`config.mk`:
```
export PLATFORM = sky130hd
export DESIGN_NAME = fifo_word_serializer
export DESIGN_NICKNAME = d
export VERILOG_FILES = /design/src/rtl/uart_fifo_pkg.sv /design/src/rtl/word_byte_shifter.sv /design/src/rtl/fifo_word_serializer.sv
export SDC_FILE = /design/constraint.sdc
export NUM_CORES = 1
export LEC_CHECK = 0
export ABC_CLOCK_PERIOD_IN_PS = 3600
export CAP_MARGIN = 20
export CORE_MARGIN = 8
export CORE_UTILIZATION = 55
export CTS_BUF_LIST = sky130_fd_sc_hd__clkbuf_8
export DETAILED_ROUTE_END_ITERATION = 7
export HOLD_SLACK_MARGIN = 0.06
export PLACE_DENSITY = 0.88
export RECOVER_POWER = 100
export SLEW_MARGIN = 25
export SYNTH_ARGS = -nofsm -noshare
export SYNTH_HDL_FRONTEND = slang
export SYNTH_HIERARCHICAL = 1
export SYNTH_SLANG_ARGS = --single-unit
```
`constraint.sdc`:
```
create_clock -name clk -period 3.6 [get_ports clk]
set_clock_uncertainty 0.2 [all_clocks]
set_input_delay 0.72 -clock clk [delete_from_list [all_inputs] [get_ports clk]]
set_output_delay 0.72 -clock clk [all_outputs]
set_load 0.05 [all_outputs]
```
`src/rtl/uart_fifo_pkg.sv`:
```
// Shared types and constants for the outfifo-to-UART word serializer.
// SER_CHECKSUM_EN (define) enables the trailing XOR checksum byte in fifo_word_serializer.
package uart_fifo_pkg;

    typedef enum logic [2:0] {
        ST_IDLE = 3'd0,
        ST_RD   = 3'd1,
        ST_CAP  = 3'd2,
        ST_SEND = 3'd3,
        ST_CSUM = 3'd4
    } ser_state_e;

    localparam int              BYTE_W    = 8;
    localparam logic [BYTE_W-1:0] CSUM_SEED = 8'h00;

    // Number of whole bytes needed to carry a ww-bit word.
    function automatic int num_bytes(input int ww);
        return (ww + BYTE_W - 1) / BYTE_W;
    endfunction

endpackage

```
`src/rtl/word_byte_shifter.sv`:
```
// Byte-granular shift register: loads a WW-bit word zero-padded to whole bytes,
// presents the low byte and shifts right by one byte per shift strobe.
module word_byte_shifter
    import uart_fifo_pkg::*;
#(
    parameter int WW = 24
) (
    input  logic              clk,
    input  logic              rst,
    input  logic              load,
    input  logic              shift,
    input  logic [WW-1:0]     din,
    output logic [BYTE_W-1:0] byte_o
);

    localparam int NB = num_bytes(WW);
    localparam int SW = NB * BYTE_W;

    logic [SW-1:0] sh_q, sh_d;

    always_comb begin
        sh_d = sh_q;
        if (load) begin
            // Padding bits above WW are cleared here so the last byte goes out with zeros.
            sh_d          = '0;
            sh_d[WW-1:0]  = din;
        end else if (shift) begin
            sh_d = sh_q >> BYTE_W;
        end
    end

    always_ff @(posedge clk or negedge rst) begin
        if (!rst) sh_q <= '0;
        else      sh_q <= sh_d;
    end

    assign byte_o = sh_q[BYTE_W-1:0];

endmodule

```
`src/rtl/fifo_word_serializer.sv`:
```
// Pops packed Wc x W words from the outfifo and streams them LSB byte first to uart_tx.
// Define SER_CHECKSUM_EN to append an XOR checksum byte after each word's data bytes.
module fifo_word_serializer
    import uart_fifo_pkg::*;
#(
    parameter int W  = 6,
    parameter int Wc = 4
) (
    input  logic              clk,
    input  logic              rst,
    input  logic              fifo_empty,
    input  logic [W*Wc-1:0]   fifo_dout,
    output logic              fifo_rd_en,
    output logic [BYTE_W-1:0] tx_data,
    output logic              tx_valid,
    input  logic              tx_ready,
    output logic              busy,
    output logic [15:0]       words_sent
);

    localparam int WW    = W * Wc;
    localparam int NB    = num_bytes(WW);
    localparam int IDX_W = $clog2(NB + 1);
    localparam logic [IDX_W-1:0] LAST_IDX = IDX_W'(NB - 1);

    ser_state_e       state_q, state_d;
    logic             fifo_rd_en_q, fifo_rd_en_d;
    logic             tx_valid_q, tx_valid_d;
    logic             busy_q, busy_d;
    logic [15:0]      words_sent_q, words_sent_d;
    logic [IDX_W-1:0] idx_q, idx_d;
    logic             sh_load, sh_shift;
    logic [BYTE_W-1:0] byte_out;
    logic             hs;

`ifdef SER_CHECKSUM_EN
    logic [BYTE_W-1:0] csum_q, csum_d;
`endif

    word_byte_shifter #(.WW(WW)) u_shifter (
        .clk    (clk),
        .rst    (rst),
        .load   (sh_load),
        .shift  (sh_shift),
        .din    (fifo_dout),
        .byte_o (byte_out)
    );

    assign hs = tx_valid_q & tx_ready;

    always_comb begin
        state_d      = state_q;
        fifo_rd_en_d = 1'b0;
        tx_valid_d   = tx_valid_q;
        words_sent_d = words_sent_q;
        idx_d        = idx_q;
        sh_load      = 1'b0;
        sh_shift     = 1'b0;
`ifdef SER_CHECKSUM_EN
        csum_d       = csum_q;
`endif
        case (state_q)
            ST_IDLE: begin
                if (!fifo_empty) begin
                    state_d      = ST_RD;
                    fifo_rd_en_d = 1'b1;
                end
            end
            ST_RD: state_d = ST_CAP;
            ST_CAP: begin
                // fifo_dout is valid now, one cycle after the read strobe.
                sh_load    = 1'b1;
                idx_d      = '0;
                tx_valid_d = 1'b1;
                state_d    = ST_SEND;
`ifdef SER_CHECKSUM_EN
                csum_d     = CSUM_SEED;
`endif
            end
            ST_SEND: begin
                if (hs) begin
                    sh_shift = 1'b1;
`ifdef SER_CHECKSUM_EN
                    csum_d   = csum_q ^ byte_out;
`endif
                    if (idx_q == LAST_IDX) begin
`ifdef SER_CHECKSUM_EN
                        state_d      = ST_CSUM;
`else
                        state_d      = ST_IDLE;
                        tx_valid_d   = 1'b0;
                        words_sent_d = words_sent_q + 16'd1;
`endif
                    end else begin
                        idx_d = idx_q + 1'b1;
                    end
                end
            end
`ifdef SER_CHECKSUM_EN
            ST_CSUM: begin
                if (hs) begin
                    state_d      = ST_IDLE;
                    tx_valid_d   = 1'b0;
                    words_sent_d = words_sent_q + 16'd1;
                end
            end
`endif
            default: begin
                state_d    = ST_IDLE;
                tx_valid_d = 1'b0;
            end
        endcase
        busy_d = (state_d != ST_IDLE);
    end

    always_ff @(posedge clk or negedge rst) begin
        if (!rst) begin
            state_q      <= ST_IDLE;
            fifo_rd_en_q <= 1'b0;
            tx_valid_q   <= 1'b0;
            busy_q       <= 1'b0;
            words_sent_q <= '0;
            idx_q        <= '0;
`ifdef SER_CHECKSUM_EN
            csum_q       <= CSUM_SEED;
`endif
        end else begin
            state_q      <= state_d;
            fifo_rd_en_q <= fifo_rd_en_d;
            tx_valid_q   <= tx_valid_d;
            busy_q       <= busy_d;
            words_sent_q <= words_sent_d;
            idx_q        <= idx_d;
`ifdef SER_CHECKSUM_EN
            csum_q       <= csum_d;
`endif
        end
    end

`ifdef SER_CHECKSUM_EN
    assign tx_data = (state_q == ST_CSUM) ? csum_q : byte_out;
`else
    assign tx_data = byte_out;
`endif

    assign fifo_rd_en = fifo_rd_en_q;
    assign tx_valid   = tx_valid_q;
    assign busy       = busy_q;
    assign words_sent = words_sent_q;

endmodule

```
# Word-level counts from Yosys, hierarchy flattened
# Index checks and enable logic that the tools add are counted.
# classes
addsub,2
n_eq_ne,7
n_mux,17
n_bitwise,2
reduce_logical,8
# op_table
cell,count
$mux 24,2
$add 16x1->16 const B,1
$pmux 3 s4,1
$mux 3,3
$reduce_and 3->1,3
$mux 1,7
$eq 3x2->1 const B,2
$ne 2x2->1 const B,3
$mux 2,2
$pmux 2 s2,1
$reduce_bool 2->1,2
$eq 3x1->1 const B,1
$logic_not 3->1,1
$pmux 1 s3,1
$reduce_bool 3->1,1
$add 2x1->2 const B,1
$eq 2x2->1 const B,1
$reduce_or 2->1,1
$and 1x1->1,1
$not 1->1,1
# word_totals
register_bits,48
output_inout_bits,27
inputBits,28

# Logic depth before layout (Yosys ltp)
# logic_depth
ltp_word,5
depth_mapped,7
ltp_nobuf,6

# Modules after synthesis
# The synthesis kept the hierarchy.
# modules_own_cells
mod,seq_area_each_um2,cells_per_inst,n_inst,area_each_um2
word_byte_shifter,600.6,112,1,1146.1
fifo_word_serializer,600.6,97,1,1096.1

# Worst setup path after synthesis
# Ideal clock, no wire load.
# synth_path
path_type,flip-flop to flip-flop
from,"register words_sent_q[0], in the netlist words_sent[0]"
to,"register words_sent_q[14], in the netlist words_sent[14]"
period_less_slack_ps,1953
path_slack_ps,1647
n_path_buf,0
t_required_ps,3259
arrival_time_ps,1612
path_stages_with_launch,6
path_cell_list,dfrtp_1 ha_1 inv_1 nor4_4 nand4_1 xnor2_1
# synth_via
elab_chain_len,1
# synth_rtl
element,line_no,source
from (decl),fifo_word_serializer.sv:30,"logic [15:0] words_sent_q, words_sent_d;"
from (signal assigned),fifo_word_serializer.sv:132,words_sent_q <= words_sent_d;
$add 16x1->16,fifo_word_serializer.sv:92,words_sent_d = words_sent_q + 16'd1;
# Every way passes these cells.
# A chain may end at the register's enable or synchronous reset.

# Final worst setup path
# layout_path
from,input port tx_ready
to,"register words_sent_q[13], in the netlist words_sent[13]"
# layout_via
elab_chain_len,2
# layout_rtl
element,line_no,source
from (decl),fifo_word_serializer.sv:16,"input logic tx_ready,"
$and 1x1->1,fifo_word_serializer.sv:49,assign hs = tx_valid_q & tx_ready;
$reduce_and 3->1 (no source line),-,
# Every way passes these cells.

==> results.sh <==
export IMPL_leakage_nw=1.21
export IMPL_coreArea_um2=3970
export IMPL_critPathKind="in2reg"
export IMPL_post_route_period_util_pct=77.5
export IMPL_cp_max_fo=6
export IMPL_post_route_util_pct=70.4
export IMPL_clock_latency_ps=300
export IMPL_port_buffers=54
export IMPL_multi_input_area_um2=870
export IMPL_antenna_left=0
export IMPL_ctsHtreeMaxLevel=2
export IMPL_hpwl_mm=3.15
export IMPL_netlist_instances=209
export IMPL_tightest_slew_ps=905
export IMPL_synth_top_area_cell="dfrtp_1"
export IMPL_drt_iter0_markers=57
export IMPL_numCtsBuffers=5
export IMPL_clkTransAtPathRegs_ps=80
export IMPL_required_ps=3580
export IMPL_drc=0
export IMPL_avgSynthCellArea_um2=10.7
export IMPL_cts_resized=0
export IMPL_setup_violations=0
export IMPL_synthTopCellsByArea="dfrtp_1, mux2i_1, nand2_1"
export IMPL_max_stage_delay_ps=850
export IMPL_grt_pass1_wl_mm=7.65
export IMPL_layout_min_cycle_time_ps=2790
export IMPL_hold_path_class="in2async"
export IMPL_ys_flop_type="dfrtp_1"
export IMPL_routabilityCongestion=0.814
export IMPL_power_density_nw_per_um2=518
export IMPL_crit_chain="dlygate4sd3_1 -> nand3_1 -> nor4_1 -> nand4_1 -> xnor2_1"
export IMPL_fill_cells=304
export IMPL_grt_pass1_vias=1653
export IMPL_initial_utilization_pct=56.5
export IMPL_wl_per_cell_um=14.9
export IMPL_cp_slowest_cell="nor4_1"
export IMPL_drv_slew=0
export IMPL_vdd_drop_max_mv=0.211
export IMPL_gr_total_overflow=0
export IMPL_diodes=0
export IMPL_postCtsSetupBuffers=0
export IMPL_synth_edf_count=0
export IMPL_syn_num_nets=239
export IMPL_critPathLaunchType="primary input"
export IMPL_rsz0062_at_grt="no"
export IMPL_die_w_um=79.9
export IMPL_ioPinCount=55
export IMPL_cp_end_kind="flip-flop"
export IMPL_timing_slew_headroom_pct=39.1
export IMPL_grt_usage_pct=14.7
export IMPL_cts_sinks=48
export IMPL_dr_pass1_iters=4
export IMPL_area_delta_synth_final_pct=24.7
export IMPL_final_nets=284
export IMPL_die_area_um2=6380
export IMPL_clk_path_buf_depth=2
export IMPL_hold_violations=0
export IMPL_hold_buffers=0
export IMPL_syn_area_um2=2240
export IMPL_outcome="complete, no violations"
export IMPL_ys_warn_count=6
export IMPL_postSynth_asyncResetShare_pct=100
export IMPL_synth_top_area_share_pct=53.6
export IMPL_drive_gt1_share_pct=5.49
export IMPL_cts_tree="done"
export IMPL_final_cell_mix="dfrtp_1, nand2_1, dlygate4sd3_1"
export IMPL_route_vias_total=1592
export IMPL_ys_ff_latch=48
export IMPL_cp_arrival_ps=2770
export IMPL_setup_tns_ps=0
export IMPL_register_area_um2=1200
export IMPL_clock_fmax_ghz=0.358
export IMPL_grt_max_degree=49
export IMPL_final_common_cell="dfrtp_1"
export IMPL_viasPerCell=5.22
export IMPL_rows=23
export IMPL_drt_total_wl_mm=4.54
export IMPL_maxCapViolCount=0
export IMPL_yosysUniqueCellTypes=33
export IMPL_die_h_um=79.9
export IMPL_antenna_found_initial=0
export IMPL_cts_root_buffer="clkbuf_8"
export IMPL_ys_seq_area_share_pct=53.6
## path summary, 6_finish.rpt
check,slack [ps],cells past startpoint,to,start
min in group clk,280,1,words_sent[15]$_DFFE_PN0P_,words_sent[15]$_DFFE_PN0P_
max in group asynchronous,2590,1,state_q[0]$_DFF_PN0_,rst
hold / removal,220,1,u_shifter/sh_q[2]$_DFFE_PN0P_,rst
setup / recovery,810,5,words_sent[13]$_DFFE_PN0P_,tx_ready
hold reg to reg,280,1,words_sent[15]$_DFFE_PN0P_,words_sent[15]$_DFFE_PN0P_
setup reg to reg,1240,6,words_sent[13]$_DFFE_PN0P_,idx_q[0]$_DFFE_PN0P_
## layout make-up
cell class / instances / area share [%]
Tap cell: 50 / 2.24
Clock buffer: 6 / 2.95
Inverter: 4 / 0.537
Timing Repair Buffer: 56 / 19.8
Clock inverter: 2 / 0.403
Sequential cell: 48 / 43.0
Multi-Input combinational cell: 139 / 31.1
## layer usage
metal | global-route usage [%] | vias to the layer above | wire (µm)
li1 | - | 788 | -
met1 | 19.0 | 756 | 2110
met2 | 23.9 | 44 | 2160
met3 | 3.72 | 4 | 262
met4 | 3.82 | 0 | 10
met5 | 0 | - | 0
## logic make-up (layout without fill, tap and decap cells)
kind of cell | after synthesis | after routing | share of synthesized area, %
AO/OA/AOI/OAI | 33 | 33 | 7.92
XOR/XNOR | 15 | 15 | 5.86
buffers and inverters | 22 | 68 | 6.64
other | 1 | 1 | 0.167
AND/OR/NAND/NOR | 71 | 71 | 17.1
multiplexers | 17 | 17 | 7.64
adder cells (fa/ha/maj) | 2 | 2 | 1.12
flip-flops | 48 | 48 | 53.6
## flip-flops by register name (all words and copies together) (netlist names)
register	flops
u_shifter/sh_q	24
words_sent	16
state_q	3
idx_q	2
busy	1
fifo_rd_en	1
tx_valid	1
## cell usage after synthesis (3+ instances only)
cell type and instances:
dfrtp_1 48, nand2_1 31, mux2i_1 16, o21ai_0 16, xnor2_1 13, o21ai_1 12
nand2b_1 9, buf_4 8, nand3_1 6, nor2_1 6, nand4_1 5, and3_1 4
inv_1 4, buf_2 3, clkbuf_1 3, nor3_1 3
## critical path, delay by kind of cell
kind / cells / cell delay, ps
buffers and inverters: 1 / 570
AND/OR/NAND/NOR: 3 / 1310
XOR/XNOR: 1 / 170
## report_power, final
part / switching, mW / internal (mW)
logic: 0.244 / 0.149
registers: 0.0710 / 0.659
clock network: 0.172 / 0.153
## per-stage QoR
| step | total power [mW] | std cells | worst slack, ps | instance area (µm²) | hold WS (ps) |
|---|---|---|---|---|---|
| floorplan | 1.05 | 209 | 1650 | 2240 | 224 |
| global placement | 1.14 | 297 | 1060 | 2730 | 265 |
| detailed placement | 1.16 | 297 | 1050 | 2730 | 269 |
| CTS | 1.49 | 305 | 1070 | 2820 | 292 |
| global route | 1.53 | 305 | 619 | 2800 | 270 |
| finish | 1.45 | 305 | 811 | 2800 | 217 |
(Power assumes the default switching activity.)
